**config.mk**
```make
export PLATFORM = sky130hd
export DESIGN_NAME = mem_port_arbiter_flat
export DESIGN_NICKNAME = d
export VERILOG_FILES = /design/src/rtl/mem_port_arbiter_if.sv /design/src/rtl/mem_port_arbiter.sv /design/src/flat_wrapper.sv
export SDC_FILE = /design/constraint.sdc
export NUM_CORES = 1
export LEC_CHECK = 0
export ABC_AREA = 1
export BUFFER_PORTS_ARGS = -buffer_cell sky130_fd_sc_hd__buf_2
export CAP_MARGIN = 25
export CORE_ASPECT_RATIO = 2
export CORE_MARGIN = 10
export CORE_UTILIZATION = 35
export DETAILED_ROUTE_END_ITERATION = 8
export PLACE_DENSITY = 0.69
export SLEW_MARGIN = 20
export SYNTH_ARGS = -nofsm -noshare
export SYNTH_HDL_FRONTEND = slang
export SYNTH_SLANG_ARGS = --single-unit
export TNS_END_PERCENT = 50
```
**constraint.sdc**
```tcl
create_clock -name clk -period 1.3 [get_ports clk]
set_input_delay 0.26 -clock clk [delete_from_list [all_inputs] [get_ports clk]]
set_output_delay 0.26 -clock clk [all_outputs]
set_load 0.02 [all_outputs]
```
**src/rtl/mem_port_arbiter_if.sv**
```systemverilog
// Bundle between the shared-SRAM arbiter, its two requesters and the SRAM.
// slave  : arbiter side (receives requests, drives readies/freezes/SRAM pins).
// master : environment side (requesters + SRAM model).
// Signals: if_* fetch requester, mem_* load/store requester, sram_* memory
// port, freeze_* pipeline holds, perf_* optional event counters.
interface mem_port_arbiter_if #(
  parameter int unsigned ADDR_W = 32,
  parameter int unsigned DATA_W = 32
);
  logic              if_req;
  logic [ADDR_W-1:0] if_addr;
  logic [DATA_W-1:0] if_rdata;
  logic              if_ready;

  logic              mem_r_en;
  logic              mem_w_en;
  logic [ADDR_W-1:0] mem_addr;
  logic [DATA_W-1:0] mem_wdata;
  logic [DATA_W-1:0] mem_rdata;
  logic              mem_ready;

  logic              freeze_pipe;
  logic              freeze_if;

  logic [ADDR_W-1:0] sram_addr;
  logic [DATA_W-1:0] sram_wdata;
  logic              sram_we;
  logic              sram_oe;
  logic [DATA_W-1:0] sram_rdata;

  logic [31:0]       perf_mem_cnt;
  logic [31:0]       perf_if_cnt;
  logic [31:0]       perf_stall_cnt;

  modport slave (
    input  if_req, if_addr, mem_r_en, mem_w_en, mem_addr, mem_wdata, sram_rdata,
    output if_rdata, if_ready, mem_rdata, mem_ready, freeze_pipe, freeze_if,
           sram_addr, sram_wdata, sram_we, sram_oe,
           perf_mem_cnt, perf_if_cnt, perf_stall_cnt
  );

  modport master (
    output if_req, if_addr, mem_r_en, mem_w_en, mem_addr, mem_wdata, sram_rdata,
    input  if_rdata, if_ready, mem_rdata, mem_ready, freeze_pipe, freeze_if,
           sram_addr, sram_wdata, sram_we, sram_oe,
           perf_mem_cnt, perf_if_cnt, perf_stall_cnt
  );
endinterface

```
**src/rtl/mem_port_arbiter.sv**
```systemverilog
// Shares one synchronous SRAM port between instruction fetch and the MEM-stage
// load/store unit. MEM has fixed priority (older instruction). Each access
// spends WAIT_CYCLES+1 cycles on the SRAM, then one DONE cycle with a ready
// pulse to the owner. Also generates the pipeline freeze signals.
// Ports: clk, rst (synchronous, active-high), bus (mem_port_arbiter_if.slave).
// Optional: define MEM_ARB_PERF_EN to build the perf_* grant/stall counters;
// otherwise those outputs are tied to zero.
module mem_port_arbiter #(
  parameter int unsigned ADDR_W      = 32,
  parameter int unsigned DATA_W      = 32,
  parameter int unsigned WAIT_CYCLES = 2
) (
  input logic              clk,
  input logic              rst,
  mem_port_arbiter_if.slave bus
);
  localparam int unsigned CNT_W = 4;
  localparam logic [CNT_W-1:0] WAIT_LAST = CNT_W'(WAIT_CYCLES);

  typedef enum logic [2:0] {ST_IDLE, ST_MEM_RD, ST_MEM_WR, ST_IF_RD, ST_DONE} state_e;
  typedef enum logic [1:0] {OWN_NONE, OWN_MEM, OWN_IF} owner_e;

  state_e            state_q, state_d;
  owner_e            owner_q, owner_d;
  logic [CNT_W-1:0]  cnt_q, cnt_d;
  logic [ADDR_W-1:0] addr_q, addr_d;
  logic [DATA_W-1:0] wdata_q, wdata_d;
  logic [DATA_W-1:0] mem_rdata_q, mem_rdata_d;
  logic [DATA_W-1:0] if_rdata_q, if_rdata_d;
  logic              mem_ready_q, mem_ready_d;
  logic              if_ready_q, if_ready_d;
  logic              sram_we_q, sram_we_d;
  logic              sram_oe_q, sram_oe_d;
  logic              freeze_pipe;

  // State and datapath registers
  always_ff @(posedge clk) begin
    if (rst) begin
      state_q     <= ST_IDLE;
      owner_q     <= OWN_NONE;
      cnt_q       <= '0;
      addr_q      <= '0;
      wdata_q     <= '0;
      mem_rdata_q <= '0;
      if_rdata_q  <= '0;
      mem_ready_q <= 1'b0;
      if_ready_q  <= 1'b0;
      sram_we_q   <= 1'b0;
      sram_oe_q   <= 1'b0;
    end else begin
      state_q     <= state_d;
      owner_q     <= owner_d;
      cnt_q       <= cnt_d;
      addr_q      <= addr_d;
      wdata_q     <= wdata_d;
      mem_rdata_q <= mem_rdata_d;
      if_rdata_q  <= if_rdata_d;
      mem_ready_q <= mem_ready_d;
      if_ready_q  <= if_ready_d;
      sram_we_q   <= sram_we_d;
      sram_oe_q   <= sram_oe_d;
    end
  end

  // Next state; SRAM strobes and readies are computed one cycle ahead so the
  // registered outputs line up with the state they belong to.
  always_comb begin
    state_d     = state_q;
    owner_d     = owner_q;
    cnt_d       = cnt_q;
    addr_d      = addr_q;
    wdata_d     = wdata_q;
    mem_rdata_d = mem_rdata_q;
    if_rdata_d  = if_rdata_q;
    mem_ready_d = 1'b0;
    if_ready_d  = 1'b0;
    sram_we_d   = 1'b0;
    sram_oe_d   = 1'b0;

    case (state_q)
      ST_IDLE: begin
        // A simultaneous load and store is taken as a load; the store is lost.
        if (bus.mem_r_en) begin
          state_d   = ST_MEM_RD;
          owner_d   = OWN_MEM;
          cnt_d     = '0;
          addr_d    = bus.mem_addr;
          sram_oe_d = 1'b1;
        end else if (bus.mem_w_en) begin
          state_d   = ST_MEM_WR;
          owner_d   = OWN_MEM;
          cnt_d     = '0;
          addr_d    = bus.mem_addr;
          wdata_d   = bus.mem_wdata;
          sram_we_d = 1'b1;
        end else if (bus.if_req) begin
          state_d   = ST_IF_RD;
          owner_d   = OWN_IF;
          cnt_d     = '0;
          addr_d    = bus.if_addr;
          sram_oe_d = 1'b1;
        end
      end
      ST_MEM_RD, ST_IF_RD: begin
        if (cnt_q == WAIT_LAST) begin
          state_d = ST_DONE;
          if (owner_q == OWN_MEM) begin
            mem_rdata_d = bus.sram_rdata;
            mem_ready_d = 1'b1;
          end else begin
            if_rdata_d = bus.sram_rdata;
            if_ready_d = 1'b1;
          end
        end else begin
          cnt_d     = cnt_q + CNT_W'(1);
          sram_oe_d = 1'b1;
        end
      end
      ST_MEM_WR: begin
        if (cnt_q == WAIT_LAST) begin
          state_d     = ST_DONE;
          mem_ready_d = 1'b1;
        end else begin
          cnt_d     = cnt_q + CNT_W'(1);
          sram_we_d = 1'b1;
        end
      end
      ST_DONE: begin
        state_d = ST_IDLE;
        owner_d = OWN_NONE;
      end
      default: begin
        state_d = ST_IDLE;
        owner_d = OWN_NONE;
      end
    endcase
  end

  // Freezes follow the live requests so a stage is held from the cycle it asks.
  assign freeze_pipe     = (bus.mem_r_en | bus.mem_w_en) & ~mem_ready_q;
  assign bus.freeze_pipe = freeze_pipe;
  assign bus.freeze_if   = freeze_pipe | (bus.if_req & ~if_ready_q);

  assign bus.sram_addr  = addr_q;
  assign bus.sram_wdata = wdata_q;
  assign bus.sram_we    = sram_we_q;
  assign bus.sram_oe    = sram_oe_q;
  assign bus.mem_rdata  = mem_rdata_q;
  assign bus.mem_ready  = mem_ready_q;
  assign bus.if_rdata   = if_rdata_q;
  assign bus.if_ready   = if_ready_q;

`ifdef MEM_ARB_PERF_EN
  localparam int unsigned PERF_W = 32;

  logic [PERF_W-1:0] perf_mem_q, perf_mem_d;
  logic [PERF_W-1:0] perf_if_q, perf_if_d;
  logic [PERF_W-1:0] perf_stall_q, perf_stall_d;
  logic              grant_mem, grant_if;

  // Grant events mirror the IDLE priority decision; counters wrap freely.
  always_comb begin
    grant_mem    = (state_q == ST_IDLE) && (bus.mem_r_en || bus.mem_w_en);
    grant_if     = (state_q == ST_IDLE) && !bus.mem_r_en && !bus.mem_w_en && bus.if_req;
    perf_mem_d   = perf_mem_q + PERF_W'(grant_mem);
    perf_if_d    = perf_if_q + PERF_W'(grant_if);
    perf_stall_d = perf_stall_q + PERF_W'(freeze_pipe);
  end

  // Perf counter registers
  always_ff @(posedge clk) begin
    if (rst) begin
      perf_mem_q   <= '0;
      perf_if_q    <= '0;
      perf_stall_q <= '0;
    end else begin
      perf_mem_q   <= perf_mem_d;
      perf_if_q    <= perf_if_d;
      perf_stall_q <= perf_stall_d;
    end
  end

  assign bus.perf_mem_cnt   = perf_mem_q;
  assign bus.perf_if_cnt    = perf_if_q;
  assign bus.perf_stall_cnt = perf_stall_q;
`else
  assign bus.perf_mem_cnt   = '0;
  assign bus.perf_if_cnt    = '0;
  assign bus.perf_stall_cnt = '0;
`endif

endmodule
```
**src/flat_wrapper.sv**
```systemverilog
// flat-port wrapper written by rule: the top's interface ports become plain ports
module mem_port_arbiter_flat 
#(
  parameter int unsigned ADDR_W      = 32,
  parameter int unsigned DATA_W      = 32,
  parameter int unsigned WAIT_CYCLES = 2
)
  (clk, rst, bus_if_req, bus_if_addr, bus_mem_r_en, bus_mem_w_en, bus_mem_addr, bus_mem_wdata, bus_sram_rdata, bus_if_rdata, bus_if_ready, bus_mem_rdata, bus_mem_ready, bus_freeze_pipe, bus_freeze_if, bus_sram_addr, bus_sram_wdata, bus_sram_we, bus_sram_oe, bus_perf_mem_cnt, bus_perf_if_cnt, bus_perf_stall_cnt);
  mem_port_arbiter_if #(.ADDR_W(ADDR_W), .DATA_W(DATA_W)) bus_i ();
  input logic clk;
  input logic rst;
  input wire logic [$bits(bus_i.if_req)-1:0] bus_if_req;
  input wire logic [$bits(bus_i.if_addr)-1:0] bus_if_addr;
  input wire logic [$bits(bus_i.mem_r_en)-1:0] bus_mem_r_en;
  input wire logic [$bits(bus_i.mem_w_en)-1:0] bus_mem_w_en;
  input wire logic [$bits(bus_i.mem_addr)-1:0] bus_mem_addr;
  input wire logic [$bits(bus_i.mem_wdata)-1:0] bus_mem_wdata;
  input wire logic [$bits(bus_i.sram_rdata)-1:0] bus_sram_rdata;
  output wire logic [$bits(bus_i.if_rdata)-1:0] bus_if_rdata;
  output wire logic [$bits(bus_i.if_ready)-1:0] bus_if_ready;
  output wire logic [$bits(bus_i.mem_rdata)-1:0] bus_mem_rdata;
  output wire logic [$bits(bus_i.mem_ready)-1:0] bus_mem_ready;
  output wire logic [$bits(bus_i.freeze_pipe)-1:0] bus_freeze_pipe;
  output wire logic [$bits(bus_i.freeze_if)-1:0] bus_freeze_if;
  output wire logic [$bits(bus_i.sram_addr)-1:0] bus_sram_addr;
  output wire logic [$bits(bus_i.sram_wdata)-1:0] bus_sram_wdata;
  output wire logic [$bits(bus_i.sram_we)-1:0] bus_sram_we;
  output wire logic [$bits(bus_i.sram_oe)-1:0] bus_sram_oe;
  output wire logic [$bits(bus_i.perf_mem_cnt)-1:0] bus_perf_mem_cnt;
  output wire logic [$bits(bus_i.perf_if_cnt)-1:0] bus_perf_if_cnt;
  output wire logic [$bits(bus_i.perf_stall_cnt)-1:0] bus_perf_stall_cnt;
  assign bus_i.if_req = bus_if_req;
  assign bus_i.if_addr = bus_if_addr;
  assign bus_i.mem_r_en = bus_mem_r_en;
  assign bus_i.mem_w_en = bus_mem_w_en;
  assign bus_i.mem_addr = bus_mem_addr;
  assign bus_i.mem_wdata = bus_mem_wdata;
  assign bus_i.sram_rdata = bus_sram_rdata;
  assign bus_if_rdata = bus_i.if_rdata;
  assign bus_if_ready = bus_i.if_ready;
  assign bus_mem_rdata = bus_i.mem_rdata;
  assign bus_mem_ready = bus_i.mem_ready;
  assign bus_freeze_pipe = bus_i.freeze_pipe;
  assign bus_freeze_if = bus_i.freeze_if;
  assign bus_sram_addr = bus_i.sram_addr;
  assign bus_sram_wdata = bus_i.sram_wdata;
  assign bus_sram_we = bus_i.sram_we;
  assign bus_sram_oe = bus_i.sram_oe;
  assign bus_perf_mem_cnt = bus_i.perf_mem_cnt;
  assign bus_perf_if_cnt = bus_i.perf_if_cnt;
  assign bus_perf_stall_cnt = bus_i.perf_stall_cnt;
  mem_port_arbiter #(.ADDR_W(ADDR_W), .DATA_W(DATA_W), .WAIT_CYCLES(WAIT_CYCLES)) u_core (.clk(clk), .rst(rst), .bus(bus_i));
endmodule
```
==> results of run 1 <==
==> how the worst max path moves through the flow <==
stage | depth (start not counted) | slack [ns] | from | to
after detailed placement | 8 | -0.09 | u_core.cnt_q[0]$_SDFFE_PP0P_ | u_core.bus.if_rdata[21]$_SDFFE_PP0P_
after CTS | 8 | -0.08 | u_core.cnt_q[0]$_SDFFE_PP0P_ | u_core.bus.mem_rdata[27]$_SDFFE_PP0P_
after global placement | 8 | -0.08 | bus_mem_r_en | u_core.bus.sram_addr[30]$_SDFFE_PP0P_
after floorplan | 8 | -0.005 | u_core.cnt_q[0]$_SDFFE_PP0P_ | u_core.bus.if_rdata[12]$_SDFFE_PP0P_
after global routing | 7 | -0.17 | u_core.state_q[2]$_SDFFE_PP0P_ | u_core.bus.if_rdata[16]$_SDFFE_PP0P_
final | 7 | -0.08 | u_core.state_q[2]$_SDFFE_PP0P_ | u_core.bus.if_rdata[15]$_SDFFE_PP0P_
==> worst register-to-register path: cells and delay by family (launching register included) <==
family,cells,cell delay [ns]
flip-flops,1,0.36
AND/OR/NAND/NOR,3,0.45
AO/OA/AOI/OAI,1,0.06
buffers and inverters,3,0.45
==> cells in the final DEF (no fill, tap or decap), drive strengths merged, types with 2 or more instances in the layout <==
| master | netlist | layout |
|---|---|---|
| a21oi | 8 | 8 |
| conb | 1 | 96 |
| nor2 | 214 | 214 |
| o21ai | 99 | 99 |
| nand3 | 40 | 40 |
| o211a | 32 | 32 |
| diode | 0 | 5 |
| clkinv | 1 | 6 |
| nand2 | 81 | 82 |
| buf | 125 | 328 |
| clkbuf | 16 | 33 |
| bufinv | 0 | 7 |
| inv | 14 | 11 |
| dfxtp | 141 | 141 |
| ha | 2 | 2 |
==> cell usage after synthesis <==
library cell / count / area [um2]
buf_4: 104 / 781
nand2_1: 74 / 278
nand4_1: 1 / 6.26
nand2_4: 3 / 33.8
a21oi_1: 8 / 40.0
inv_2: 6 / 22.5
conb_1: 1 / 3.75
buf_6: 2 / 22.5
nor2_4: 1 / 11.3
buf_2: 19 / 95.1
clkinv_1: 1 / 3.75
a31o_2: 1 / 8.76
dfxtp_1: 141 / 2820
o211a_1: 32 / 320
ha_1: 2 / 25.0
xnor2_1: 1 / 8.76
nor3_4: 1 / 16.3
and2_2: 1 / 7.51
o22ai_1: 1 / 6.26
nand3_2: 1 / 10.0
nand3_1: 39 / 195
nand2_2: 4 / 25.0
inv_1: 8 / 30.0
clkbuf_2: 1 / 5.00
o21ai_0: 93 / 465
nor2_2: 5 / 31.3
o21ai_1: 6 / 30.0
clkbuf_1: 15 / 56.3
nor2_1: 208 / 781
==> stage by stage <==
step           cell area (um2)  worst slack [ns]
2_1_floorplan             6520          -0.00460
3_3_place_gp              7630           -0.0799
3_5_place_dp              7630           -0.0917
4_1_cts                   8720           -0.0776
5_1_grt                   9420            -0.172
6_report                  9420           -0.0848
==> cell families after synthesis <==
family	share of synthesized area (%)
other cells	0.0611
simple gates	22.7
compound gates	14.2
fa+ha+maj	0.407
flops	46.0
buf+inv	16.5
xor+xnor	0.143
==> metal layers <==
metal / vias up / wire, um / global-route usage, %
met5: - / 0 / 0
met4: 0 / 1120 / 10.1
met3: 58 / 1890 / 6.08
met2: 281 / 13300 / 32.5
met1: 2894 / 7530 / 15.1
li1: 2976 / - / -
==> repair_timing <==
action	CTS	global route
endpoints found under the hold margin	0	0
pin swaps	14	36
gates cloned	6	14
buffers inserted	6	5
gates resized for setup	80	143
setup endpoints to repair	125	140
hold buffers	0	0
==> flip-flops by register name, summed over array words and instances, names as in the netlist <==
| name | cells |
|---|---|
| u_core.bus.if_rdata | 32 |
| u_core.bus.mem_rdata | 32 |
| u_core.bus.sram_addr | 32 |
| u_core.bus.sram_wdata | 32 |
| u_core.cnt_q | 4 |
| u_core.state_q | 3 |
| u_core.owner_q | 2 |
| u_core.bus.if_ready | 1 |
| u_core.bus.mem_ready | 1 |
| u_core.bus.sram_oe | 1 |
| u_core.bus.sram_we | 1 |
==> power breakdown <==
group | total [W] | switching [W] | internal [W]
logic | 0.00661 | 0.00376 | 0.00285
clock network | 0.00567 | 0.00182 | 0.00385
registers | 0.00546 | 0.000400 | 0.00506
total | 0.0177 | 0.00598 | 0.0118
==> final cells by class <==
| type | count | area, um2 |
|---|---|---|
| antenna | 5 | 12.5 |
| clock buffer | 22 | 454 |
| clock inverter | 10 | 235 |
| fill | 1565 | 7850 |
| inverter | 15 | 95.1 |
| multi-input combinational | 579 | 3110 |
| sequential | 141 | 2840 |
| tap | 210 | 263 |
| timing repair buffer | 339 | 2420 |
==> flow_summary.ini, run 1 <==
[drt]
routed_wl_mm = 23.8
drt_iter0_drc = 229
route.antenna.remaining_nets = 0
avgViaCountPerCell = 4.70
drc = 0
avgRoutedWirePerCell_um = 18.0
vias = 6209
detail_route.first_pass.iterations = 4

[sta]
hold_viol_final = 0
setup_ws_ns = -0.0848
worst_pin_slew_ns = 0.796
finalSetupViolCount = 123
finalCritPeriodShare_pct = 107
hold_ws_ns = 0.0790
rsz0062_at_grt = true
slew_headroom_pct = 46.8
skew_ns = 0.00673
max_freq_mhz = 722
setup_tns_ns = -5.37
slew_violations = 0
period_minus_slack_ns = 1.38

[hold_path]
min_path_cells = 3
hold_path.class = in2reg
holdPathEnd = u_core.bus.if_rdata[13]$_SDFFE_PP0P_
hold_start = bus_sram_rdata[13]

[placement]
port-buffer-count = 266
dp_hpwl_mm = 16.1
routabilityCongestion = 0.821
dp.cells = 1254

[clock_network]
htreeDepth = 4
root_buffer = clkbuf_16
clock_sinks = 141
tritoncts = yes
clk_latency_ns = 0.41
numCtsBuffers = 17
clock_path_buffers = 2
clkSlewWorstSetupHoldPaths_ns = 0.06

[layout]
fin_nets = 1228
area_delta_synth_final_pct = 53.3
layout-drive-gt1-share_pct = 44.5
fin_cells = 1321
final_util_pct = 54.5

[setup_path]
required_ns = 1.64
worstPathArrival_ns = 1.73
worst-path-max-fanout = 8
r2r_setup_slack_ns = -0.08
r2r.worst_path.cells = 7
critPathMaxStageDelay_ns = 0.36
critPathLaunchType = register
cp.buffers_inverters = 3
worstSetupPathType = reg2reg
cpMaxStageDelayCell = dfxtp_4
cp_cell_sequence = inv_2 > nand2_2 > nor3_4 > buf_6 > clkbuf_16 > o21ai_1 > nor2_1
rr_endpoint = u_core.bus.if_rdata[15]$_SDFFE_PP0P_
rr_startpoint = u_core.state_q[2]$_SDFFE_PP0P_
cp-end-kind = register
critPathTopFamily = buffers and inverters

[logic_synthesis]
syn_area_per_cell_um2 = 7.87
yosysSeqAreaShare_pct = 46.0
ys_ff_latch = 141
synth_cells = 780
netlist_area_mm2 = 0.00614
synth_cell_types = 29
ys_warn_count = 0

[outcome]
violations = setup timing
status = complete, but fails checks

[floorplan]
rows = 68
die_area_mm2 = 0.0236
start_util_pct = 35.6
io_pins = 363
core_mm2 = 0.0173
fp.dieH_um = 207
die_w_um = 114

[power_and_ir_drop]
powerDensity_mw_per_mm2 = 1880
leakagePower_nw = 4.87
vdd_drop_max_uv = 880
total_power_w = 0.0177

[global_routing]
grt-ovfl-total = 0
grt_pass1_vias = 5980
grt_usage_pct = 17.4
grt_pass1_wl_mm = 32.6
grt_max_degree = 71
antenna_found_initial = 5

[run]
drv_cap = 0
Note: power is estimated with default switching activity, not from simulation.
==> run 2, diff against run 1 <==
--- a/config.mk
+++ b/config.mk
@@ -11,10 +11,11 @@
 export CORE_ASPECT_RATIO = 2
 export CORE_MARGIN = 10
 export CORE_UTILIZATION = 35
+export CTS_BUF_LIST = sky130_fd_sc_hd__clkbuf_16
 export DETAILED_ROUTE_END_ITERATION = 8
 export PLACE_DENSITY = 0.69
 export SLEW_MARGIN = 20
 export SYNTH_ARGS = -nofsm -noshare
 export SYNTH_HDL_FRONTEND = slang
 export SYNTH_SLANG_ARGS = --single-unit
-export TNS_END_PERCENT = 50
+export TNS_END_PERCENT = 10
==> run 2 against run 1 <==
Effect of this change:
- the flow still finishes with violations (setup timing)
- final cell count shrank 2.4%
- count of clock-buffer cells in the layout down 5
- final area decreased by 11%
- sequential cell count is the same
- non-clock buffer count decreased by 27
- worst setup slack worse by 0.026 ns
- sequential share of layout area increased by 3.7 points
- fmax down 1.9%
- highest routed layer unchanged
==> flow_summary.ini, run 2 (synthesis gave the netlist of run 1 again) <==
[drt]
detail_route.first_pass.iterations = 6
routed_wl_mm = 20.6
drt_iter0_drc = 304
vias = 5849
route.antenna.remaining_nets = 0
avgViaCountPerCell = 4.54
drc = 0
avgRoutedWirePerCell_um = 16.0

[power_and_ir_drop]
leakagePower_nw = 4.46
seqPwrFrac_pct = 36.3
powerDensity_mw_per_mm2 = 1790
pwr-share-clk_pct = 30.6
power_switching_share_pct = 35.0
pwr-share-comb_pct = 33.1
total_power_w = 0.0150
vdd_drop_max_uv = 991
switching_power_w = 0.00525
p_int_w = 0.00974

[sta]
finalCritPeriodShare_pct = 109
hold_viol_final = 0
setup_tns_ns = -3.16
hold_ws_ns = 0.0698
rsz0062_at_grt = true
finalSetupViolCount = 38
setup_ws_ns = -0.111
skew_ns = 0.0119
slew_violations = 0
period_minus_slack_ns = 1.41
max_freq_mhz = 709

[global_routing]
grt_usage_pct = 16.6
grt_max_degree = 69
grt-ovfl-total = 0
grt_pass1_wl_mm = 31.4
grt_pass1_vias = 5872
antenna_found_initial = 1

[placement]
routabilityCongestion = 0.846
dp_hpwl_mm = 16.0
dp.cells = 1250
port-buffer-count = 266

[floorplan]
die_area_mm2 = 0.0236
io_pins = 363
rows = 68
fp.dieH_um = 207
core_mm2 = 0.0173
die_w_um = 114
start_util_pct = 35.6

[hold_path]
hold_path.class = in2reg

[outcome]
violations = setup timing
status = complete, but fails checks

[clock_network]
clk_latency_ns = 0.42
tritoncts = yes
holdBufCountCts = 0
htreeDepth = 4
clkSlewWorstSetupHoldPaths_ns = 0.06
clock_sinks = 141
clock_path_buffers = 2
root_buffer = clkbuf_16
numCtsBuffers = 17

[layout]
layout_commonest_cell = buf_2
fillerInstances = 1718
final_cell_mix = buf_2 (264), nor2_1 (201), dfxtp_1 (133)
final_util_pct = 48.5
fin_nets = 1200
seqCellArea_mm2 = 0.00284
fin_cells = 1289
multi_input_area_mm2 = 0.00279
area_delta_synth_final_pct = 36.3
layout-drive-gt1-share_pct = 36.3

[setup_path]
worst-path-max-fanout = 6
critPathLaunchType = register
required_ns = 1.65
cp-end-kind = register
worstPathArrival_ns = 1.76
worstSetupPathType = reg2reg

[run]
drv_cap = 0
run 2: repair_timing:
action,in CTS,in global routing
setup buffers,2,1
cloned,0,3
pin swaps,3,21
gates resized for setup,50,43
endpoints found under the setup margin,99,124
run 2: per-layer routing:
metal / GRT usage [%] / wire [um] / vias up
met5: 0 / 0 / -
met4: 8.29 / 719 / 0
met3: 7.38 / 2180 / 34
met2: 30.2 / 11000 / 278
met1: 14.6 / 6710 / 2623
li1: - / - / 2914
run 2: power by group through the flow:
| stage | clock network (W) | registers, W | logic (W) |
|---|---|---|---|
| after floorplan | 0 | 0.00627 | 0.00239 |
| after global placement | 0 | 0.00546 | 0.00473 |
| after detailed placement | 0 | 0.00549 | 0.00477 |
| after CTS | 0.00473 | 0.00542 | 0.00486 |
| after global routing | 0.00489 | 0.00553 | 0.00543 |
| final | 0.00459 | 0.00544 | 0.00496 |
run 2: worst paths after layout:
kind,from,endpoint,slack (ns),cells past startpoint
max,u_core.cnt_q[0]$_SDFFE_PP0P_,u_core.bus.if_rdata[10]$_SDFFE_PP0P_,-0.11,8
min,bus_sram_rdata[31],u_core.bus.if_rdata[31]$_SDFFE_PP0P_,0.07,3
max reg2reg,u_core.cnt_q[0]$_SDFFE_PP0P_,u_core.bus.if_rdata[10]$_SDFFE_PP0P_,-0.11,8
min reg2reg,u_core.bus.mem_rdata[23]$_SDFFE_PP0P_,u_core.bus.mem_rdata[23]$_SDFFE_PP0P_,0.47,2
run 2: area by class of cell:
cell class	count	area share (%)
flip-flops and latches	141	33.9
diodes	1	0.0299
well taps	210	3.14
repair buffers	312	22.2
clock inverters	15	1.60
multi-input cells	578	33.3
inverters	15	0.762
clock buffers	17	5.08
run 2: worst max-delay path, cell delays in order, from the launching register on:
cell     delay [ns]
dfxtp_2        0.32
inv_2          0.07
ha_4           0.13
nand2_4        0.07
nor3_4         0.24
buf_6          0.18
buf_6          0.15
o21ai_0        0.08
nor2_1         0.10
run 2: per-stage QoR:
| stage | instance area (um2) | setup slack (ns) |
|---|---|---|
| 6_report | 8370 | -0.111 |
| 5_1_grt | 8370 | -0.197 |
| 2_1_floorplan | 6510 | -0.0249 |
| 4_1_cts | 8210 | -0.109 |
| 3_5_place_dp | 7560 | -0.100 |
| 3_3_place_gp | 7560 | -0.0753 |
